File: config.mk
export PLATFORM = sky130hd
export DESIGN_NAME = fetch_stage
export DESIGN_NICKNAME = d
export VERILOG_FILES = /design/src/rtl/defs.sv /design/src/rtl/fetch_stage.sv
export SDC_FILE = /design/constraint.sdc
export NUM_CORES = 1
export LEC_CHECK = 0
export ABC_AREA = 1
export BUFFER_PORTS_ARGS = -buffer_cell sky130_fd_sc_hd__buf_4
export CAP_MARGIN = 20
export CELL_PAD_IN_SITES_DETAIL_PLACEMENT = 1
export CELL_PAD_IN_SITES_GLOBAL_PLACEMENT = 2
export CORE_ASPECT_RATIO = 0.6
export CORE_MARGIN = 2
export CORE_UTILIZATION = 21
export DETAILED_ROUTE_END_ITERATION = 12
export GPL_TIMING_DRIVEN = 0
export PLACE_DENSITY = 0.77
export SYNTH_ARGS = -nofsm -noshare
export SYNTH_HDL_FRONTEND = slang
export SYNTH_SLANG_ARGS = --single-unit
File: constraint.sdc
create_clock -name clk -period 1.5 [get_ports clk]
set_input_delay 0.3 -clock clk [delete_from_list [all_inputs] [get_ports clk]]
set_output_delay 0.3 -clock clk [all_outputs]
set_load 0.005 [all_outputs]
File: src/rtl/defs.sv
// Shared types and constants for the RV32I pipeline.
//   data_t        : 32-bit datapath word
//   enable_t      : single-bit control strobe
//   fetch_state_t : fetch-stage request FSM state
//   NOP_INSTR     : canonical NOP (addi x0, x0, 0)
//   PC_STEP       : sequential PC increment
package defs;

  typedef logic [31:0] data_t;
  typedef logic        enable_t;

  typedef enum logic [1:0] {
    FETCH = 2'd0,
    WAIT  = 2'd1,
    HOLD  = 2'd2,
    DROP  = 2'd3
  } fetch_state_t;

  localparam data_t       NOP_INSTR = 32'h0000_0013;
  localparam logic [31:0] PC_STEP   = 32'd4;

endpackage

File: src/rtl/fetch_stage.sv
// Instruction-fetch stage. Holds the PC and keeps at most one instruction
// memory request outstanding (req/gnt, then rvalid). Presents pc, pc+4 and
// the fetched instruction to IF/ID, honouring stall and redirect.
//   clk, rst                    : clock, synchronous active-high reset
//   stall_c_i                   : hold current instruction, do not advance
//   redirect_c_i, redirect_pc_i : load new PC (wins over everything but rst)
//   imem_req_o, imem_addr_o     : fetch request / address
//   imem_gnt_i                  : request accepted
//   imem_rvalid_i, imem_rdata_i : response strobe / instruction word
//   pc_o, pc_next_o             : PC of presented instruction and PC+4
//   instruction_o, valid_o      : instruction (NOP when not valid)
//   busy_o                      : !valid_o, bubble request to hazard unit
module fetch_stage
  import defs::*;
#(
  parameter logic [31:0] RESET_PC = 32'h0000_0000
) (
  input  logic        clk,
  input  logic        rst,
  input  enable_t     stall_c_i,
  input  enable_t     redirect_c_i,
  input  data_t       redirect_pc_i,
  output logic        imem_req_o,
  output logic [31:0] imem_addr_o,
  input  logic        imem_gnt_i,
  input  logic        imem_rvalid_i,
  input  logic [31:0] imem_rdata_i,
  output logic [31:0] pc_o,
  output logic [31:0] pc_next_o,
  output logic [31:0] instruction_o,
  output logic        valid_o,
  output logic        busy_o
);

  data_t        pc_q;
  data_t        instr_q;
  fetch_state_t state;
  data_t        pc_inc;
  data_t        redirect_tgt;

  assign pc_inc       = pc_q + PC_STEP;   // wraps naturally at 2^32
  assign redirect_tgt = {redirect_pc_i[31:2], 2'b00};

  // Outputs are forced to their reset values while rst is held, so the
  // interface is quiet even before the first reset edge has landed.
  always_comb begin
    imem_req_o    = 1'b0;
    valid_o       = 1'b0;
    instruction_o = NOP_INSTR;
    if (!rst && !redirect_c_i) begin
      unique case (state)
        FETCH: imem_req_o = 1'b1;
        WAIT: if (imem_rvalid_i) begin
          valid_o       = 1'b1;
          instruction_o = imem_rdata_i;
        end
        HOLD: begin
          valid_o       = 1'b1;
          instruction_o = instr_q;
        end
        default: ;
      endcase
    end
  end

  assign busy_o      = !valid_o;
  assign imem_addr_o = pc_q;
  assign pc_o        = pc_q;
  assign pc_next_o   = pc_inc;

  always_ff @(posedge clk) begin
    if (rst) begin
      pc_q    <= RESET_PC;
      state   <= FETCH;
      instr_q <= NOP_INSTR;
    end else if (redirect_c_i) begin
      pc_q <= redirect_tgt;
      // A request still in flight must have its response swallowed before
      // the target is fetched. Once DROP sees its rvalid the stale response
      // is consumed, so it may leave even under a fresh redirect.
      if ((state == WAIT || state == DROP) && !imem_rvalid_i)
        state <= DROP;
      else
        state <= FETCH;
    end else begin
      unique case (state)
        FETCH: if (imem_gnt_i) state <= WAIT;
        WAIT: if (imem_rvalid_i) begin
          if (stall_c_i) begin
            instr_q <= imem_rdata_i;
            state   <= HOLD;
          end else begin
            pc_q  <= pc_inc;
            state <= FETCH;
          end
        end
        HOLD: if (!stall_c_i) begin
          pc_q  <= pc_inc;
          state <= FETCH;
        end
        DROP: if (imem_rvalid_i) state <= FETCH;
        default: state <= FETCH;
      endcase
    end
  end

endmodule

Word level (Yosys, flattened, before mapping):

Cells that the tools add are included.

* mux-type cells: 20
* equality and inequality tests: 8
* reductions and logical operators: 15
* $add $sub $neg: 1
* bitwise operators: 1

Operators with widths (count)
* $mux 32: 5
* $pmux 32 s2: 2
* $add 32x3->32 const B: 1
* $mux 2: 7
* $ne 3x3->1 const B: 4
* $pmux 2 s4: 1
* $reduce_and 4->1: 2
* $eq 2x2->1 const B: 2
* $logic_not 1->1: 4
* $mux 1: 4
* $reduce_and 2->1: 2
* $reduce_bool 3->1: 1
* $eq 2x1->1 const B: 1
* $logic_and 1x1->1: 2
* $logic_not 2->1: 1
* $ne 2x2->1 const B: 1
* $pmux 1 s2: 1
* $reduce_bool 2->1: 1
* $reduce_or 2->1: 1
* $logic_or 1x1->1: 1
* $not 1->1: 1

* word-level logic and storage cells: 49
* output and inout bits: 131
* bits in registers: 66
* bits of input ports: 70

Longest topological paths before layout:

Gate-level depths: netlist (run 1).

* word-level depth: 5
* mapped depth: 10
* gate-level depth less buffers: 10

Worst setup path after synthesis (run 1):

OpenSTA, ideal clock, no wires.

* path kind: register to output
* from: reg state[1]
* to: out instruction_o[21]
* required time: 1.200 ns
* stages on the path, launching flop included: 9
* buffers on the path: 2
* setup slack: -0.162 ns
* arrival: 1.362 ns
* cell sequence: dfxtp_1 inv_1 ha_1 nand2_2 inv_1 buf_2 buf_2 nand2_1 a21oi_1

* longest elaborated chain between the ends: 3
* elaborated cells on any way between the ends: 4
* those cells by class: eq/ne: 2; mux: 2

RTL lines
* start, declared: RTL line fetch_stage.sv:37 `fetch_state_t state;`
* start signal, assigned: RTL line fetch_stage.sv:74 `state <= FETCH;`
* start signal, assigned: RTL line fetch_stage.sv:82 `state <= DROP;`
* start signal, assigned: RTL line fetch_stage.sv:84 `state <= FETCH;`
* $eq 2x2->1 or $eq 2x1->1 (tied branches): RTL line fetch_stage.sv:51 `unique case (state)`
* $pmux 32 s2 (*): RTL line fetch_stage.sv:51
* $mux 32 (*): RTL line fetch_stage.sv:50 `if (!rst && !redirect_c_i) begin`
* end, declared: RTL line fetch_stage.sv:30 `output logic [31:0] instruction_o,`

Mark *: on every way between the ends. The rest lies on a longest branch, timed or not.

Worst setup path after layout (run 1):

* from: reg pc_q[2] (netlist: imem_addr_o[2])
* to: out pc_next_o[12]

* longest elaborated chain between the ends: 1

RTL lines
* start, declared: RTL line fetch_stage.sv:35 `data_t pc_q;`
* start signal, assigned: RTL line fetch_stage.sv:77 `pc_q <= redirect_tgt;`
* start signal, assigned: RTL line fetch_stage.sv:93 `pc_q <= pc_inc;`
* start signal, assigned: RTL line fetch_stage.sv:98 `pc_q <= pc_inc;`
* $add 32x3->32: RTL line fetch_stage.sv:41 `assign pc_inc = pc_q + PC_STEP;`
* end, declared: RTL line fetch_stage.sv:29 `output logic [31:0] pc_next_o,`

Every way passes these cells.

==> flow_metrics.py, run 1 <==
metrics = {
    "power_and_ir_drop": {
        "power.density_cell_area_mw_per_mm2": 832,
        "leakagePower_nw": 3.85,
        "swShare": 0.336,
        "power_report.internal_total_mw": 4.89,
        "power_frac_clock": 0.319,
        "share_comb_of_total_power": 0.392,
        "p_seq_frac": 0.289,
        "net-switching-power_mw": 2.48,
        "max-vdd-ir-drop_mv": 0.512,
    },
    "detailed_routing": {
        "vias": 5419,
        "routed_via_density": 4.46,
        "route.antenna.remaining_nets": 0,
        "total_iterations_of_the_first_detailed_routing_run": 4,
        "drt_wl_total_um": 22200,
        "drc": 0,
        "routedWlPerCell_um": 18.3,
        "drt_iter0_markers": 221,
    },
    "grt": {
        "grt_antenna_before_repair": 0,
        "globalRoute.busiestLayer": "met1",
        "grt_pass1_wl_um": 31700,
        "global_route.usage.met2": 0.247,
        "global_route.usage.met1": 0.326,
        "grt_pass1_vias": 5205,
        "global_route.usage.met3": 0.0285,
        "grt_overflow_total": 0,
        "grt_start_max_net_pins": 13,
        "grt.total_usage": 0.193,
    },
    "timing": {
        "finalClockSkew_ns": 0.0130,
        "timing.final.ws_setup_ns": -0.618,
        "hold-worst-slack_ns": 0.195,
        "setup_viol": 123,
        "slew-limit-headroom": 0.291,
        "timing_worst_slew_pin_value_ns": 1.06,
        "maxClockFrequency_ghz": 0.472,
        "timing_max_transition_violations_final": 0,
        "rsz0062_at_grt": "yes",
        "final.period_utilization": 1.41,
        "timing_hold_violations_final": 0,
        "finalSetupTns_ns": -35.49,
        "post-route-min-period_ns": 2.12,
    },
    "floorplanning": {
        "floorplan.initialDensity": 0.214,
        "pin_count": 201,
        "core_area_mm2": 0.0200,
        "fp.dieArea_mm2": 0.0215,
        "dieWidth_um": 188,
        "die-height_um": 114,
        "num_rows": 40,
    },
    "synth": {
        "post_synth.cell_area_avg_um2": 6.45,
        "synth-edff-count": 0,
        "synthFlopType": "sky130_fd_sc_hd__dfxtp_1",
        "synth_warnings": 0,
        "synth_top_area_frac": 0.300,
        "asyncSetResetFlopFracSynth": 0,
        "netlist.top_cell.by_area": "sky130_fd_sc_hd__dfxtp_1",
        "netlist_instances": 661,
        "netlist-cell-type-count": 29,
        "synthMostInstantiatedCell": "sky130_fd_sc_hd__nand2_1",
        "netlist_top_cells_count": "sky130_fd_sc_hd__nand2_1, sky130_fd_sc_hd__a21oi_1, sky130_fd_sc_hd__nor2_1, sky130_fd_sc_hd__dfxtp_1, sky130_fd_sc_hd__o21ai_0",
        "post_synth_instance_area_mm2": 0.00426,
        "seq_area_frac_synth": 0.300,
        "netlist_top_cells_area": "sky130_fd_sc_hd__dfxtp_1, sky130_fd_sc_hd__nand2_1, sky130_fd_sc_hd__a21oi_1, sky130_fd_sc_hd__nor2_1, sky130_fd_sc_hd__o21ai_0",
        "ys_seq_elements": 64,
    },
    "placement": {
        "finalWeightedCongestion": 0.891,
        "hpwlAfterDp_um": 15700,
        "dpl.cell_count": 1130,
        "numPortBuffers": 191,
        "dpl-instance-area_mm2": 0.00617,
    },
    "clock_tree": {
        "cts.htree.levels": 3,
        "worstSkewPairLatency_ns": 0.33,
        "cts_tree": "yes",
        "cts_num_sinks": 64,
        "cts_root_buf": "sky130_fd_sc_hd__clkbuf_16",
        "max-clock-path-buffers": 2,
        "cts_inserted_buffers": 9,
        "quantity_of_hold_fixing_buffers_added_after_cts": 0,
        "cts.reportedPaths.clkPinSlew_ns": 0.06,
    },
    "setup_path": {
        "crit_path_end_kind": "output port",
        "worst_path_largest_cell_delay_ns": 0.38,
        "crit_fanout": 4,
        "timing.critical_path.required_ns": 1.20,
        "path_class": "flop to output port",
        "path_cells": "ha_4, nand2_4, nor2_4, nand2_4, buf_12, nor2_4, xor2_1, buf_4",
        "cp_slowest_cell": "sky130_fd_sc_hd__dfxtp_4",
        "arrival_time_at_the_worst_endpoint_ns": 1.82,
        "crit_path_start_kind": "flop",
    },
    "cells_and_area": {
        "fin_nets": 1013,
        "drive_above_1_share": 0.630,
        "final_cells": 1215,
        "insertedDiodeCount": 0,
        "area_delta_synth_final_pct": 108,
        "final_cell_area_mm2": 0.00885,
    },
    "status": {
        "status": "finished with violations",
        "failed_checks": "negative setup slack",
    },
    "flow_run": {
        "maxCapViolCount": 0,
    },
    "min_path": {
        "timing.hold.worst.class": "input port to flop",
    },
}
==> per-stage QoR <==
step	setup slack, ns	utilization	power, mW
final	-0.618	0.443	7.37
after global routing	-0.678	0.443	7.77
after global placement	-0.545	0.309	3.88
after detailed placement	-0.535	0.309	3.88
after CTS	-0.580	0.389	6.98
after floorplan	-0.0109	-	2.90
==> flip-flops by register name (all words and copies together) (netlist names) <==
register / cells
state: 2
imem_addr_o: 30
instr_q: 32
==> power by group through the flow <==
stage          clock [mW]  combinational, mW  sequential, mW
4_1_cts              2.43               2.46            2.10
2_1_floorplan           0              0.842            2.05
3_5_place_dp            0               1.75            2.13
6_report             2.35               2.89            2.13
3_3_place_gp            0               1.75            2.13
5_1_grt              2.52               3.09            2.16
==> kinds of logic (layout without fill, tap and decap cells) <==
logic type                 count (synthesis)  count (layout)  share of synthesized area
AOI/OAI and AO/OA                        159             159                      0.193
xor gates and xnor gates                  15              15                     0.0431
adders and majority gates                  6               6                     0.0176
buffers and inverters                    103             379                      0.126
DFF                                       64              64                      0.300
other                                      1               6                   0.000879
and+or+nand+nor                          313             313                      0.319
==> critical path: cells and delay by family, from the launching register on <==
kind | cells | cell delay, ns
simple gates | 4 | 0.45
fa+ha+maj | 1 | 0.16
xor+xnor | 1 | 0.20
buf+inv | 2 | 0.30
flops | 1 | 0.38
==> final cells by class <==
type                    instances  area, µm²
flip-flops and latches         64       1360
clock buffers                  10        229
clock inverters                 6       93.8
inverters                      32        155
plain buffers                  70        692
multi-input cells             499       3540
fillers                      2338      11100
well taps                     273        342
repair buffers                261       2430
==> final timing paths <==
path / endpoint / slack (ns) / cells past startpoint / from
setup / recovery: pc_next_o[12] / -0.62 / 8 / imem_addr_o[2]
hold / removal: instr_q[23] / 0.19 / 3 / imem_rdata_i[23]
setup reg to reg: imem_addr_o[10] / -0.23 / 10 / state[1]
hold reg to reg: instr_q[4] / 0.48 / 2 / instr_q[4]
==> repair_timing <==
action	4_1_cts	5_1_grt
setup buffers	41	20
gates cloned	6	7
pin swaps	47	56
gates resized for setup	232	228
endpoints found under the setup margin	127	126
==> metal layers <==
| layer | vias to the layer above | wire [µm] | share of wire |
|---|---|---|---|
| met5 | - | 0 | 0 |
| met4 | 0 | 136 | 0.0061 |
| met3 | 9 | 1070 | 0.048 |
| met2 | 126 | 8550 | 0.38 |
| met1 | 2627 | 12500 | 0.56 |
| li1 | 2657 | - | - |
==> layout by cell type (no fill, tap or decap), drive strengths merged <==
master    count
clkinvlp      1
o21ai        66
xnor2         4
a21oi        87
or2           1
ha            6
nor2        101
conb          6
buf         308
xor2         11
nand3        16
clkbuf       33
inv          30
a31oi         3
dfxtp        64
bufinv        2
nand3b        6
o211ai        3
nand2       184
clkinv        5
and2          5
Power figures use the tool's default switching activity.
==> run 2: changes to the inputs <==
--- a/config.mk
+++ b/config.mk
@@ -15,7 +15,7 @@
 export CORE_UTILIZATION = 21
 export DETAILED_ROUTE_END_ITERATION = 12
 export GPL_TIMING_DRIVEN = 0
-export PLACE_DENSITY = 0.77
+export PLACE_DENSITY = 0.82
 export SYNTH_ARGS = -nofsm -noshare
 export SYNTH_HDL_FRONTEND = slang
 export SYNTH_SLANG_ARGS = --single-unit
==> run 2 against run 1 <==
Compared with the run above:
- the flow still finishes with violations (negative setup slack)
- clock-buffer cell count fell by 1
- utilization shrank 1.1 points
- die area is the same
- register-to-register slack lost 0.14 ns
- wire length is 2.5% lower
- sequential power barely moved
- final cell count decreased by 0.41%
- worst hold slack lost 0.0073 ns
- critical path depth is the same
- maximum frequency shrank 0.99%
- global-route usage up 0.37 points
==> flow_metrics.py, run 2 (synthesized netlist as in run 1, its figures left out) <==
metrics = {
    "cells_and_area": {
        "area_delta_synth_final_pct": 102,
        "mostFrequentLayoutCells": "sky130_fd_sc_hd__buf_4, sky130_fd_sc_hd__nand2_1, sky130_fd_sc_hd__nor2_1, sky130_fd_sc_hd__a21oi_2",
        "insertedDiodeCount": 0,
        "sequential_cell_area_mm2": 0.00137,
        "area_occupied_by_multi_input_gates_mm2": 0.00345,
        "fin_nets": 1008,
        "drive_above_1_share": 0.624,
        "largest_reg_flops": 32,
        "post-route-util": 0.432,
        "layout_commonest_cell": "sky130_fd_sc_hd__buf_4",
        "nFillCells": 2364,
        "largest_register": "instr_q",
        "final_cell_area_mm2": 0.00862,
    },
    "detailed_routing": {
        "routed_via_density": 4.44,
        "total_iterations_of_the_first_detailed_routing_run": 4,
        "routedWlPerCell_um": 17.9,
        "vias": 5373,
        "drt_wl_total_um": 21700,
        "route.antenna.remaining_nets": 0,
        "drt_iter0_markers": 177,
        "drc": 0,
    },
    "grt": {
        "grt_pass1_vias": 5413,
        "grt.total_usage": 0.197,
        "grt_overflow_total": 0,
        "grt_pass1_wl_um": 32400,
        "grt_start_max_net_pins": 13,
        "grt_antenna_before_repair": 0,
    },
    "floorplanning": {
        "fp.dieArea_mm2": 0.0215,
        "num_rows": 40,
        "floorplan.initialDensity": 0.214,
        "die-height_um": 114,
        "core_area_mm2": 0.0200,
        "dieWidth_um": 188,
        "pin_count": 201,
    },
    "clock_tree": {
        "max-clock-path-buffers": 2,
        "cts.reportedPaths.clkPinSlew_ns": 0.06,
        "cts_num_sinks": 64,
        "worstSkewPairLatency_ns": 0.34,
        "quantity_of_hold_fixing_buffers_added_after_cts": 0,
        "cts_inserted_buffers": 9,
        "cts_root_buf": "sky130_fd_sc_hd__clkbuf_16",
        "cts.htree.levels": 3,
        "cts_tree": "yes",
    },
    "min_path": {
        "timing.hold.worst.class": "input port to flop",
        "worst_hold_path.endpoint": "instr_q[0]",
        "min_delay_path_depth": 3,
        "startpoint_of_the_lowest_slack_hold_path": "imem_rdata_i[0]",
    },
    "timing": {
        "timing.final.ws_setup_ns": -0.639,
        "timing_hold_violations_final": 0,
        "post-route-min-period_ns": 2.14,
        "timing_max_transition_violations_final": 0,
        "finalSetupTns_ns": -39.59,
        "slew-limit-headroom": 0.301,
        "rsz0062_at_grt": "yes",
        "timing_worst_slew_pin_value_ns": 1.05,
        "setup_viol": 119,
        "final.period_utilization": 1.43,
        "maxClockFrequency_ghz": 0.467,
        "finalClockSkew_ns": 0.00883,
    },
    "setup_path": {
        "path_class": "flop to output port",
        "timing.critical_path.from": "imem_addr_o[2]",
        "crit_fanout": 5,
        "crit_path_end_kind": "output port",
        "reg2regPathDepth": 11,
        "crit_path_start_kind": "flop",
        "timing.critical_path.required_ns": 1.20,
        "crit-reg2reg-capture": "imem_addr_o[12]",
        "setup.reg_to_reg.worst_slack_ns": -0.37,
        "crit-reg2reg-launch": "state[1]",
        "arrival_time_at_the_worst_endpoint_ns": 1.84,
    },
    "power_and_ir_drop": {
        "max-vdd-ir-drop_mv": 0.533,
        "power.density_cell_area_mw_per_mm2": 866,
        "leakagePower_nw": 3.82,
    },
    "placement": {
        "finalWeightedCongestion": 0.872,
        "hpwlAfterDp_um": 15200,
        "dpl-instance-area_mm2": 0.00617,
        "pre_cts_ws_ns": -0.509,
        "numPortBuffers": 191,
    },
    "status": {
        "failed_checks": "negative setup slack",
        "status": "finished with violations",
    },
    "flow_run": {
        "maxCapViolCount": 0,
    },
}
## run 2: cell count changes in the layout (fill, tap and decap cells not counted), sizes merged
cell,change
clkbuf,-3
inv,+1
clkinv,-1
buf,-3
bufinv,+1
## run 2: timing repair
| action | CTS | global route |
|---|---|---|
| setup endpoints to repair | 127 | 127 |
| pin swaps | 67 | 86 |
| buffers inserted | 38 | 24 |
| resized for setup | 299 | 162 |
| gates cloned | 7 | 1 |
## run 2: per-layer routing
metal,wire length [µm],GRT usage
met5,0,0
met4,184,0.0441
met3,961,0.0417
met2,8960,0.274
met1,11500,0.303
## run 2: through the flow
stage / power, mW / instances / hold slack (ns)
after global placement: 3.85 / 1130 / 0.440
after CTS: 7.23 / 1190 / 0.169
final: 7.47 / 1210 / 0.188
after floorplan: 2.90 / 666 / 0.426
after detailed placement: 3.88 / 1130 / 0.457
after global routing: 7.84 / 1210 / 0.198
## run 2: how the worst max path moves through the flow
stage | to | slack [ns] | cells past startpoint
after floorplan | pc_next_o[26] | -0.01 | 8
after global placement | pc_next_o[30] | -0.51 | 8
after detailed placement | pc_next_o[30] | -0.51 | 8
after CTS | pc_next_o[26] | -0.62 | 9
after global routing | pc_next_o[27] | -0.70 | 8
final | pc_next_o[18] | -0.64 | 8
## run 2: critical path: stages, from the launching register on
cell	delay [ns]
sky130_fd_sc_hd__dfxtp_4	0.38
sky130_fd_sc_hd__ha_4	0.17
sky130_fd_sc_hd__nand2_4	0.05
sky130_fd_sc_hd__nor2_4	0.12
sky130_fd_sc_hd__nand2_4	0.11
sky130_fd_sc_hd__nor2_4	0.24
sky130_fd_sc_hd__buf_6	0.14
sky130_fd_sc_hd__xor2_2	0.16
sky130_fd_sc_hd__buf_4	0.13
## run 2: area by class of cell
type	instances	share of cell area
clock inverter	7	0.0138
sequential	64	0.158
multi-input combinational	499	0.400
tap	273	0.0396
buffer	69	0.0810
clock buffer	9	0.0261
inverter	32	0.0190
timing repair buffer	257	0.262
## run 2: report_power, final
group	switching [mW]	leakage (nW)	internal (mW)
combinational	1.28	3.11	1.54
sequential	0.265	0.539	1.86
clock	0.883	0.170	1.63
total	2.43	3.82	5.03
